===== src/rtl/tqvp_arb_pkg.sv =====
// Shared types and constants for the two-requester peripheral-port arbiter.
package tqvp_arb_pkg;

  typedef enum logic [1:0] {
    IDLE,
    ISSUE,
    DONE
  } state_t;

  localparam logic [1:0]  NO_ACCESS = 2'b11;
  localparam logic [1:0]  SZ8       = 2'b00;
  localparam logic [1:0]  SZ16      = 2'b01;
  localparam logic [1:0]  SZ32      = 2'b10;
  localparam logic [31:0] ERR_DATA  = 32'hFFFF_FFFF;

  localparam logic REQ_A = 1'b0;
  localparam logic REQ_B = 1'b1;

  // True when a size field requests an actual 8/16/32-bit transfer.
  function automatic logic is_access(input logic [1:0] sz);
    return (sz == SZ8) || (sz == SZ16) || (sz == SZ32);
  endfunction

endpackage


===== src/rtl/tqvp_arb_req_slot.sv =====
// One-deep command slot for a single requester: pending flag, captured
// command with write-over-read precedence, and sticky overrun flag.
module tqvp_arb_req_slot
  import tqvp_arb_pkg::*;
(
  input  logic        clk,
  input  logic        rst,
  input  logic        req,
  input  logic [5:0]  addr,
  input  logic [31:0] wdata,
  input  logic [1:0]  write_n,
  input  logic [1:0]  read_n,
  input  logic        clr,
  output logic        pending,
  output logic [5:0]  cmd_addr,
  output logic [31:0] cmd_wdata,
  output logic [1:0]  cmd_write_n,
  output logic [1:0]  cmd_read_n,
  output logic        ovr
);

  logic accept;

  // A strobe arriving in the completion cycle refills the slot.
  assign accept = req && (!pending || clr);

  // Capture commands, track pending and overrun.
  always_ff @(posedge clk) begin
    if (rst) begin
      pending     <= 1'b0;
      ovr         <= 1'b0;
      cmd_addr    <= '0;
      cmd_wdata   <= '0;
      cmd_write_n <= NO_ACCESS;
      cmd_read_n  <= NO_ACCESS;
    end else begin
      if (accept) begin
        pending     <= 1'b1;
        cmd_addr    <= addr;
        cmd_wdata   <= wdata;
        cmd_write_n <= write_n;
        cmd_read_n  <= is_access(write_n) ? NO_ACCESS : read_n;
      end else if (clr) begin
        pending <= 1'b0;
      end
      if (req && pending && !clr) begin
        ovr <= 1'b1;
      end
    end
  end

endmodule


===== src/rtl/tqvp_access_arbiter.sv =====
// Round-robin arbiter sharing one peripheral register port between
// requester A (core bridge) and requester B (internal sequencer).
module tqvp_access_arbiter
  import tqvp_arb_pkg::*;
#(
  parameter int unsigned TIMEOUT = 15
) (
  input  logic        clk,
  input  logic        rst,
  input  logic        a_req,
  input  logic [5:0]  a_addr,
  input  logic [31:0] a_wdata,
  input  logic [1:0]  a_write_n,
  input  logic [1:0]  a_read_n,
  output logic        a_ack,
  output logic [31:0] a_rdata,
  output logic        a_err,
  output logic        a_ovr,
  input  logic        b_req,
  input  logic [5:0]  b_addr,
  input  logic [31:0] b_wdata,
  input  logic [1:0]  b_write_n,
  input  logic [1:0]  b_read_n,
  output logic        b_ack,
  output logic [31:0] b_rdata,
  output logic        b_err,
  output logic        b_ovr,
  output logic [5:0]  p_address,
  output logic [31:0] p_data_in,
  output logic [1:0]  p_data_write_n,
  output logic [1:0]  p_data_read_n,
  input  logic [31:0] p_data_out,
  input  logic        p_data_ready
);

  logic        a_pend, b_pend;
  logic [5:0]  a_cmd_addr, b_cmd_addr;
  logic [31:0] a_cmd_wdata, b_cmd_wdata;
  logic [1:0]  a_cmd_write_n, b_cmd_write_n;
  logic [1:0]  a_cmd_read_n, b_cmd_read_n;

  state_t      state_q, state_d;
  logic        grant_q, grant_d;
  logic        last_q, last_d;
  logic [7:0]  cnt_q, cnt_d;
  logic [31:0] rdata_q, rdata_d;
  logic        err_q, err_d;
  logic [5:0]  p_address_d;
  logic [31:0] p_data_in_d;
  logic [1:0]  p_data_write_n_d, p_data_read_n_d;

  logic        sel_b;
  logic [5:0]  sel_addr;
  logic [31:0] sel_wdata;
  logic [1:0]  sel_write_n, sel_read_n;

  tqvp_arb_req_slot u_slot_a (
    .clk(clk), .rst(rst), .req(a_req), .addr(a_addr), .wdata(a_wdata),
    .write_n(a_write_n), .read_n(a_read_n), .clr(a_ack),
    .pending(a_pend), .cmd_addr(a_cmd_addr), .cmd_wdata(a_cmd_wdata),
    .cmd_write_n(a_cmd_write_n), .cmd_read_n(a_cmd_read_n), .ovr(a_ovr)
  );

  tqvp_arb_req_slot u_slot_b (
    .clk(clk), .rst(rst), .req(b_req), .addr(b_addr), .wdata(b_wdata),
    .write_n(b_write_n), .read_n(b_read_n), .clr(b_ack),
    .pending(b_pend), .cmd_addr(b_cmd_addr), .cmd_wdata(b_cmd_wdata),
    .cmd_write_n(b_cmd_write_n), .cmd_read_n(b_cmd_read_n), .ovr(b_ovr)
  );

  assign a_ack   = (state_q == DONE) && (grant_q == REQ_A);
  assign b_ack   = (state_q == DONE) && (grant_q == REQ_B);
  assign a_rdata = rdata_q;
  assign b_rdata = rdata_q;
  assign a_err   = err_q;
  assign b_err   = err_q;

  // Pick the next owner: B only if it is alone or it is B's turn.
  always_comb begin
    sel_b       = b_pend && (!a_pend || (last_q == REQ_A));
    sel_addr    = sel_b ? b_cmd_addr    : a_cmd_addr;
    sel_wdata   = sel_b ? b_cmd_wdata   : a_cmd_wdata;
    sel_write_n = sel_b ? b_cmd_write_n : a_cmd_write_n;
    sel_read_n  = sel_b ? b_cmd_read_n  : a_cmd_read_n;
  end

  // Next-state and datapath updates for IDLE -> ISSUE -> DONE.
  always_comb begin
    state_d          = state_q;
    grant_d          = grant_q;
    last_d           = last_q;
    cnt_d            = cnt_q;
    rdata_d          = rdata_q;
    err_d            = err_q;
    p_address_d      = p_address;
    p_data_in_d      = p_data_in;
    p_data_write_n_d = p_data_write_n;
    p_data_read_n_d  = p_data_read_n;
    unique case (state_q)
      IDLE: begin
        if (a_pend || b_pend) begin
          grant_d = sel_b ? REQ_B : REQ_A;
          last_d  = sel_b ? REQ_B : REQ_A;
          cnt_d   = '0;
          if (!is_access(sel_write_n) && !is_access(sel_read_n)) begin
            rdata_d = '0;
            err_d   = 1'b0;
            state_d = DONE;
          end else begin
            p_address_d      = sel_addr;
            p_data_in_d      = sel_wdata;
            p_data_write_n_d = sel_write_n;
            p_data_read_n_d  = sel_read_n;
            state_d          = ISSUE;
          end
        end
      end
      ISSUE: begin
        if (p_data_ready || (cnt_q == 8'(TIMEOUT - 1))) begin
          if (p_data_ready) begin
            rdata_d = is_access(p_data_read_n) ? p_data_out : '0;
            err_d   = 1'b0;
          end else begin
            rdata_d = ERR_DATA;
            err_d   = 1'b1;
          end
          p_address_d      = '0;
          p_data_in_d      = '0;
          p_data_write_n_d = NO_ACCESS;
          p_data_read_n_d  = NO_ACCESS;
          state_d          = DONE;
        end else begin
          cnt_d = cnt_q + 8'd1;
        end
      end
      DONE: begin
        p_address_d      = '0;
        p_data_in_d      = '0;
        p_data_write_n_d = NO_ACCESS;
        p_data_read_n_d  = NO_ACCESS;
        state_d          = IDLE;
      end
      default: state_d = IDLE;
    endcase
  end

  // State and datapath registers.
  always_ff @(posedge clk) begin
    if (rst) begin
      state_q        <= IDLE;
      grant_q        <= REQ_A;
      last_q         <= REQ_B;
      cnt_q          <= '0;
      rdata_q        <= '0;
      err_q          <= 1'b0;
      p_address      <= '0;
      p_data_in      <= '0;
      p_data_write_n <= NO_ACCESS;
      p_data_read_n  <= NO_ACCESS;
    end else begin
      state_q        <= state_d;
      grant_q        <= grant_d;
      last_q         <= last_d;
      cnt_q          <= cnt_d;
      rdata_q        <= rdata_d;
      err_q          <= err_d;
      p_address      <= p_address_d;
      p_data_in      <= p_data_in_d;
      p_data_write_n <= p_data_write_n_d;
      p_data_read_n  <= p_data_read_n_d;
    end
  end

endmodule

===== config.mk =====
export PLATFORM = sky130hd
export DESIGN_NAME = tqvp_access_arbiter
export DESIGN_NICKNAME = d
export VERILOG_FILES = /design/src/rtl/tqvp_arb_pkg.sv /design/src/rtl/tqvp_arb_req_slot.sv /design/src/rtl/tqvp_access_arbiter.sv
export SDC_FILE = /design/constraint.sdc
export NUM_CORES = 1
export LEC_CHECK = 0
export BUFFER_PORTS_ARGS = -buffer_cell sky130_fd_sc_hd__buf_2
export CORE_MARGIN = 4
export CORE_UTILIZATION = 44
export CTS_CLUSTER_DIAMETER = 60
export DETAILED_ROUTE_END_ITERATION = 12
export HOLD_SLACK_MARGIN = 0.05
export PLACE_DENSITY_LB_ADDON = 0.08
export SLEW_MARGIN = 20
export SYNTH_ARGS = -nofsm -noshare
export SYNTH_HDL_FRONTEND = slang
export SYNTH_SLANG_ARGS = --single-unit

===== constraint.sdc =====
create_clock -name clk -period 2.2 [get_ports clk]
set_clock_uncertainty 0.2 [all_clocks]
set_input_delay 0.22 -clock clk [delete_from_list [all_inputs] [get_ports clk]]
set_output_delay 0.22 -clock clk [all_outputs]
set_load 0.03 [all_outputs]

* After elaboration in Yosys (flattened, before gate mapping)
Cells that the tools add are included.
Cells by class: $add $sub $neg 1, multipliers 0, div/mod/pow operators 0, order comparisons 0, equal/unequal tests 18, shifts and indexed selects 0, muxes and demuxes 44, bitwise gates (word level) 2, reduce and logical (&&, ||, !) cells 46
Operators with widths (count):
- $mux W32 | 9
- $pmux W32 S3 | 1
- $pmux W32 S2 | 1
- $mux W2 | 12
- $mux W6 | 4
- $pmux W6 S3 | 1
- $mux W8 | 2
- $pmux W8 S2 | 1
- $logic_or A1 B1 Y1 | 15
- $eq A2 B1 Y1 const B | 6
- $eq A2 B2 Y1 const B | 6
- $logic_not A2 Y1 | 6
- $pmux W2 S3 | 2
- $logic_and A1 B1 Y1 | 10
- $ne A2 B2 Y1 const B | 5
- $mux W1 | 9
- $add A8 B1 Y8 const B | 1
- $eq A8 B4 Y1 const B | 1
- $reduce_and A4 Y1 | 2
- $logic_not A1 Y1 | 6
- $reduce_bool A2 Y1 | 3
- $pmux W2 S2 | 1
- $reduce_and A2 Y1 | 2
- $reduce_and A3 Y1 | 1
- other kinds (3) | 4
Word-level totals: flip-flop bits (word level) 175, bits in latches 0, bits in writable memories 0, memory bits (read-only) 0, input port bits 121, output and inout bits 112, word-level logic and storage cells 133, memories kept 0

* Logic depth before layout (Yosys ltp)
word-level depth 12, mapped depth 10, mapped depth without buffers 7

* Hierarchy
A second synthesis with hierarchy kept.
Unflattened totals: cells, all modules 883, area total of the unflattened synthesis 8211.6 um2
Modules (own cells, without submodules):
- tqvp_access_arbiter | instances 1, cells an instance 501, area an instance 4247.8 um2, seq. area each 1741.7 um2
- tqvp_arb_req_slot | instances 2, cells an instance 191, area an instance 1981.9 um2, seq. area each 880.8 um2

* Least setup slack after synthesis
No wires, ideal clock.
path type register -> register, from register state_q[0], to register p_address[0], setup time 0.070 ns, data arrival time 2.121 ns, data required time 1.930 ns, path slack -0.192 ns, cell stages (with the launch flop) 11, buffers on the path 4, clock period less this slack 2.392 ns, cells stage by stage dfxtp_1 -> inv_1 -> ha_1 -> clkbuf_1 -> nor3b_1 -> a2111o_1 -> buf_2 -> buf_2 -> buf_2 -> nand2_1 -> a21oi_1
On the way: cells in the longest elaborated chain, start to end 3, elaborated cells on any way between the ends 9, those cells by class eq/ne (5); mux (1); reduce/logical (3)
RTL lines:
- start, declared | RTL line tqvp_access_arbiter.sv:42 | state_t state_q, state_d;
- start signal, assigned | RTL line tqvp_access_arbiter.sv:161 | state_q <= state_d;
- $eq A2 B1 Y1, or another cell as far along | RTL line tqvp_access_arbiter.sv:99 | unique case (state_q)
- $ne A2 B2 Y1 (no line) / $reduce_bool A3 Y1 (equally long branches)
- $reduce_and A4 Y1 (no line)
- end signal, assigned | RTL line tqvp_access_arbiter.sv:167 | p_address <= p_address_d;
- end, declared | RTL line tqvp_access_arbiter.sv:28 | output logic [5:0] p_address,
Parallel ways exist; a longest one is shown, timed or not. A chain may end at the register's enable or synchronous reset.

* Worst setup path in the final report
from register cnt_q[4], to register p_data_in[6]
On the way: cells in the longest elaborated chain, start to end 4
RTL lines:
- start, declared | RTL line tqvp_access_arbiter.sv:45 | logic [7:0] cnt_q, cnt_d;
- start signal, assigned | RTL line tqvp_access_arbiter.sv:164 | cnt_q <= cnt_d;
- $eq A8 B4 Y1 | RTL line tqvp_access_arbiter.sv:119 | if (p_data_ready || (cnt_q == 8'(TIMEOUT - 1))) begin
- $logic_or A1 B1 Y1 | RTL line tqvp_access_arbiter.sv:119
- $ne A2 B2 Y1 (no line)
- $reduce_and A4 Y1 (no line)
- end signal, assigned | RTL line tqvp_access_arbiter.sv:168 | p_data_in <= p_data_in_d;
- end, declared | RTL line tqvp_access_arbiter.sv:29 | output logic [31:0] p_data_in,
Every way passes these cells.

==> summary.md <==
| Metric | Value |
|---|---|
| Status | finished with violations |
| Failing checks | negative setup slack |
| R2R setup slack | -0.12 ns |
| Worst endpoint required time | 2.36 ns |
| CP Launch Point | cnt_q[4] |
| Commonest non-fill, non-tap cells in the layout | nand2_1 (239), buf_2 (231), dfxtp_1 (174) |
| Sink Count | 175 |
| Final period utilization | 1.05 |
| Die height | 137 um |
| Register area share after synthesis | 0.479 |
| Avg Cell Area, Syn | 8.23 um2 |
| Total Routing Usage GR | 0.226 |
| Fin crit period | 2.32 ns |
| LEAKAGE | 0.00461 uW |
| Vias in the first global route | 6660 |
| Top Ports | 233 |
| Core area | 16100 um2 |
| CP endpoint kind | flip-flop |
| Cell Rows | 46 |
| TritonCTS Buffers | 17 |
| Hold Crit Class | in -> reg |
| Drt total wl | 22500 um |
| Synth Instances | 890 |
| First-pass GRT wire length | 33700 um |
| Largest net degree at the start of global routing | 81 |
| Clock-pin slew on the worst setup and hold paths | 0.06 ns |
| Switching Share | 0.387 |
| Horiz. Die Dim | 137 um |
| Reg2Reg Launch Point | cnt_q[4] |
| Later-pin clock latency in the skew report | 0.42 ns |
| PortBufs | 232 |
| Layout cells sized above 1 | 0.293 |
| PwrDens | 1060 nW/um2 |
| Switch Pwr | 4420 uW |
| Ys Warns | 0 |
| Synth cell types | 36 |
| Clock power frac | 0.253 |
| 1st-pass router iterations | 5 |
| Die area | 18800 um2 |
| Max Clock Freq | 0.431 GHz |
| Startpoint Class | flip-flop |
| Pint | 7000 uW |
| Initial Util | 0.454 |
| Total grt overflow | 0 |
| Crit path DAT | 2.48 ns |
| Final core area utilization | 0.667 |
| Comb pwr share | 0.399 |
| Final hold vios | 0 |
| Max-slew violations | 0 |
| Hold Slack | 0.185 ns |
| Routability Congestion | 0.831 |
| Syn Std Cell Area | 7320 um2 |
| H-tree levels | 4 |
| Slew @ Worst Pin | 0.511 ns |
| Initial antenna violation count | 0 |
| Worst-path maximum fanout | 8 |
| Max rail drop VDD | 0.812 mV |
| Synthesized net count | 1016 |
| Wire per inst | 15.7 um |
| CTS tree | done |
| Reg power frac | 0.347 |
| Worst Setup Path Type | reg -> reg |
| Post-Place Setup Slack | -0.0769 ns |
| DR iter-0 viols | 346 |
| Yosys reg bits | 175 |
| Diodes inserted | 0 |
| Routed vias/inst | 5.01 |
| Longest Clk Path Bufs | 2 |
| Final Net Count | 1328 |
| # DRC | 0 |
| Setup total negative slack | -3.51 ns |
| Synthesis-to-layout area growth | 46.9% |
| Commonest non-fill, non-tap cell in the layout | nand2_1 |
| Root Buffer | clkbuf_16 |
| RSZ-0062 raised after global routing | yes |
| Vias post-DR | 7160 |
| Hold Path Origin | p_data_ready |
| # setup viols final | 39 |
| DP Wirelength | 13300 um |
| Post-route ant nets | 0 |
| Total of max-cap violations | 0 |
| Worst setup margin | -0.120 ns |
| Slew Limit Headroom | 0.659 |
[per-layer routing]
metal | part of all wire | track usage | vias up
met1 | 0.44 | 0.288 | 3341
met3 | 0.054 | 0.0445 | 29
li1 | - | - | 3568
met5 | 0 | 0 | -
met2 | 0.48 | 0.381 | 222
met4 | 0.019 | 0.0748 | 0
[final timing paths]
check                                to  cells after the start
hold / removal                 cnt_q[3]                      5
setup reg to reg           p_data_in[6]                      7
setup / recovery           p_data_in[6]                      7
hold reg to reg   u_slot_a.cmd_wdata[2]                      2
[area by class of cell]
type,count,area (um2)
clock inverters,6,86.3
flip-flops and latches,175,3510
well taps,216,270
clock buffers,23,468
repair buffers,394,2920
fillers,1386,5360
multi-input cells,608,3480
inverters,6,22.5
[power by group through the flow]
| stage | clock (uW) | combinational (uW) | sequential, uW |
|---|---|---|---|
| finish | 2890 | 4560 | 3970 |
| global route | 3070 | 4880 | 4010 |
| CTS | 2950 | 4120 | 3960 |
| detailed placement | 0 | 3810 | 4030 |
| global placement | 0 | 3790 | 4020 |
| floorplan | 0 | 2280 | 4640 |
[repair_timing]
action                                  CTS  global route
gates cloned                              1             6
hold buffers                            119             0
endpoints found under the setup margin   38           124
resized for setup                         2            44
setup buffers                             0             3
pin swaps                                 6            65
endpoints found under the hold margin   122             0
[kinds of logic after synthesis]
logic type	Yosys count	synth area share
multiplexers	46	0.0641
XOR/XNOR	6	0.00718
adder cells (fa/ha/maj)	5	0.00855
AND/OR/NAND/NOR	376	0.229
buffers and inverters	107	0.0745
flip-flops	175	0.479
AO/OA/AOI/OAI	175	0.138
[cell usage after synthesis]
cell type  number  share of area
nand2_1       239           0.12
dfxtp_1       175           0.48
a21oi_1       126          0.086
clkbuf_1       59          0.030
mux2i_1        39          0.053
nand2b_1       38          0.032
or3_1          38          0.032
buf_4          34          0.035
a22oi_1        32          0.033
nor2_1         31          0.016
buf_2           7         0.0048
mux2_2          7          0.011
nor3_1          7         0.0048
inv_1           6         0.0031
ha_1            5         0.0085
o21bai_1        5         0.0051
nand3b_1        4         0.0041
nor4_1          4         0.0034
a211oi_1        3         0.0031
and2_1          3         0.0026
and3_1          3         0.0026
nand4_1         3         0.0026
o2111ai_1       3         0.0036
xnor2_1         3         0.0036
xor2_1          3         0.0036
a31oi_1         2         0.0017
nor2b_1         2         0.0017
a2111o_1        1         0.0015
a211o_1         1         0.0012
a21boi_2        1         0.0015
a21o_1          1         0.0010
buf_6           1         0.0015
nand3_1         1        0.00068
nor3b_1         1         0.0010
nor4_2          1         0.0017
or2_2           1        0.00086
[through the flow]
step,instances,total power (uW),cell area (um2)
2_1_floorplan,890,6920,7340
3_3_place_gp,1270,7810,8650
3_5_place_dp,1270,7840,8650
4_1_cts,1419,11000,10400
5_1_grt,1428,12000,10800
6_report,1428,11400,10800
[worst max-delay path, stage by stage (launching register included)]
cell	delay (ns)
dfxtp_4	0.36
nor4_4	0.33
a21oi_2	0.10
a2111o_2	0.47
buf_12	0.17
clkbuf_16	0.16
or3_4	0.33
a21oi_2	0.13
[flip-flops by register name, summed over array words and instances (netlist names), 2 cells and up]
name                  count
p_data_read_n             2
u_slot_a.cmd_wdata       32
u_slot_b.cmd_wdata       32
u_slot_b.cmd_read_n       2
u_slot_a.cmd_write_n      2
u_slot_b.cmd_write_n      2
state_q                   2
cnt_q                     8
u_slot_a.cmd_read_n       2
u_slot_b.cmd_addr         6
u_slot_a.cmd_addr         6
p_data_in                32
p_data_write_n            2
p_address                 6
a_rdata                  32
Power figures use the tool's default switching activity.
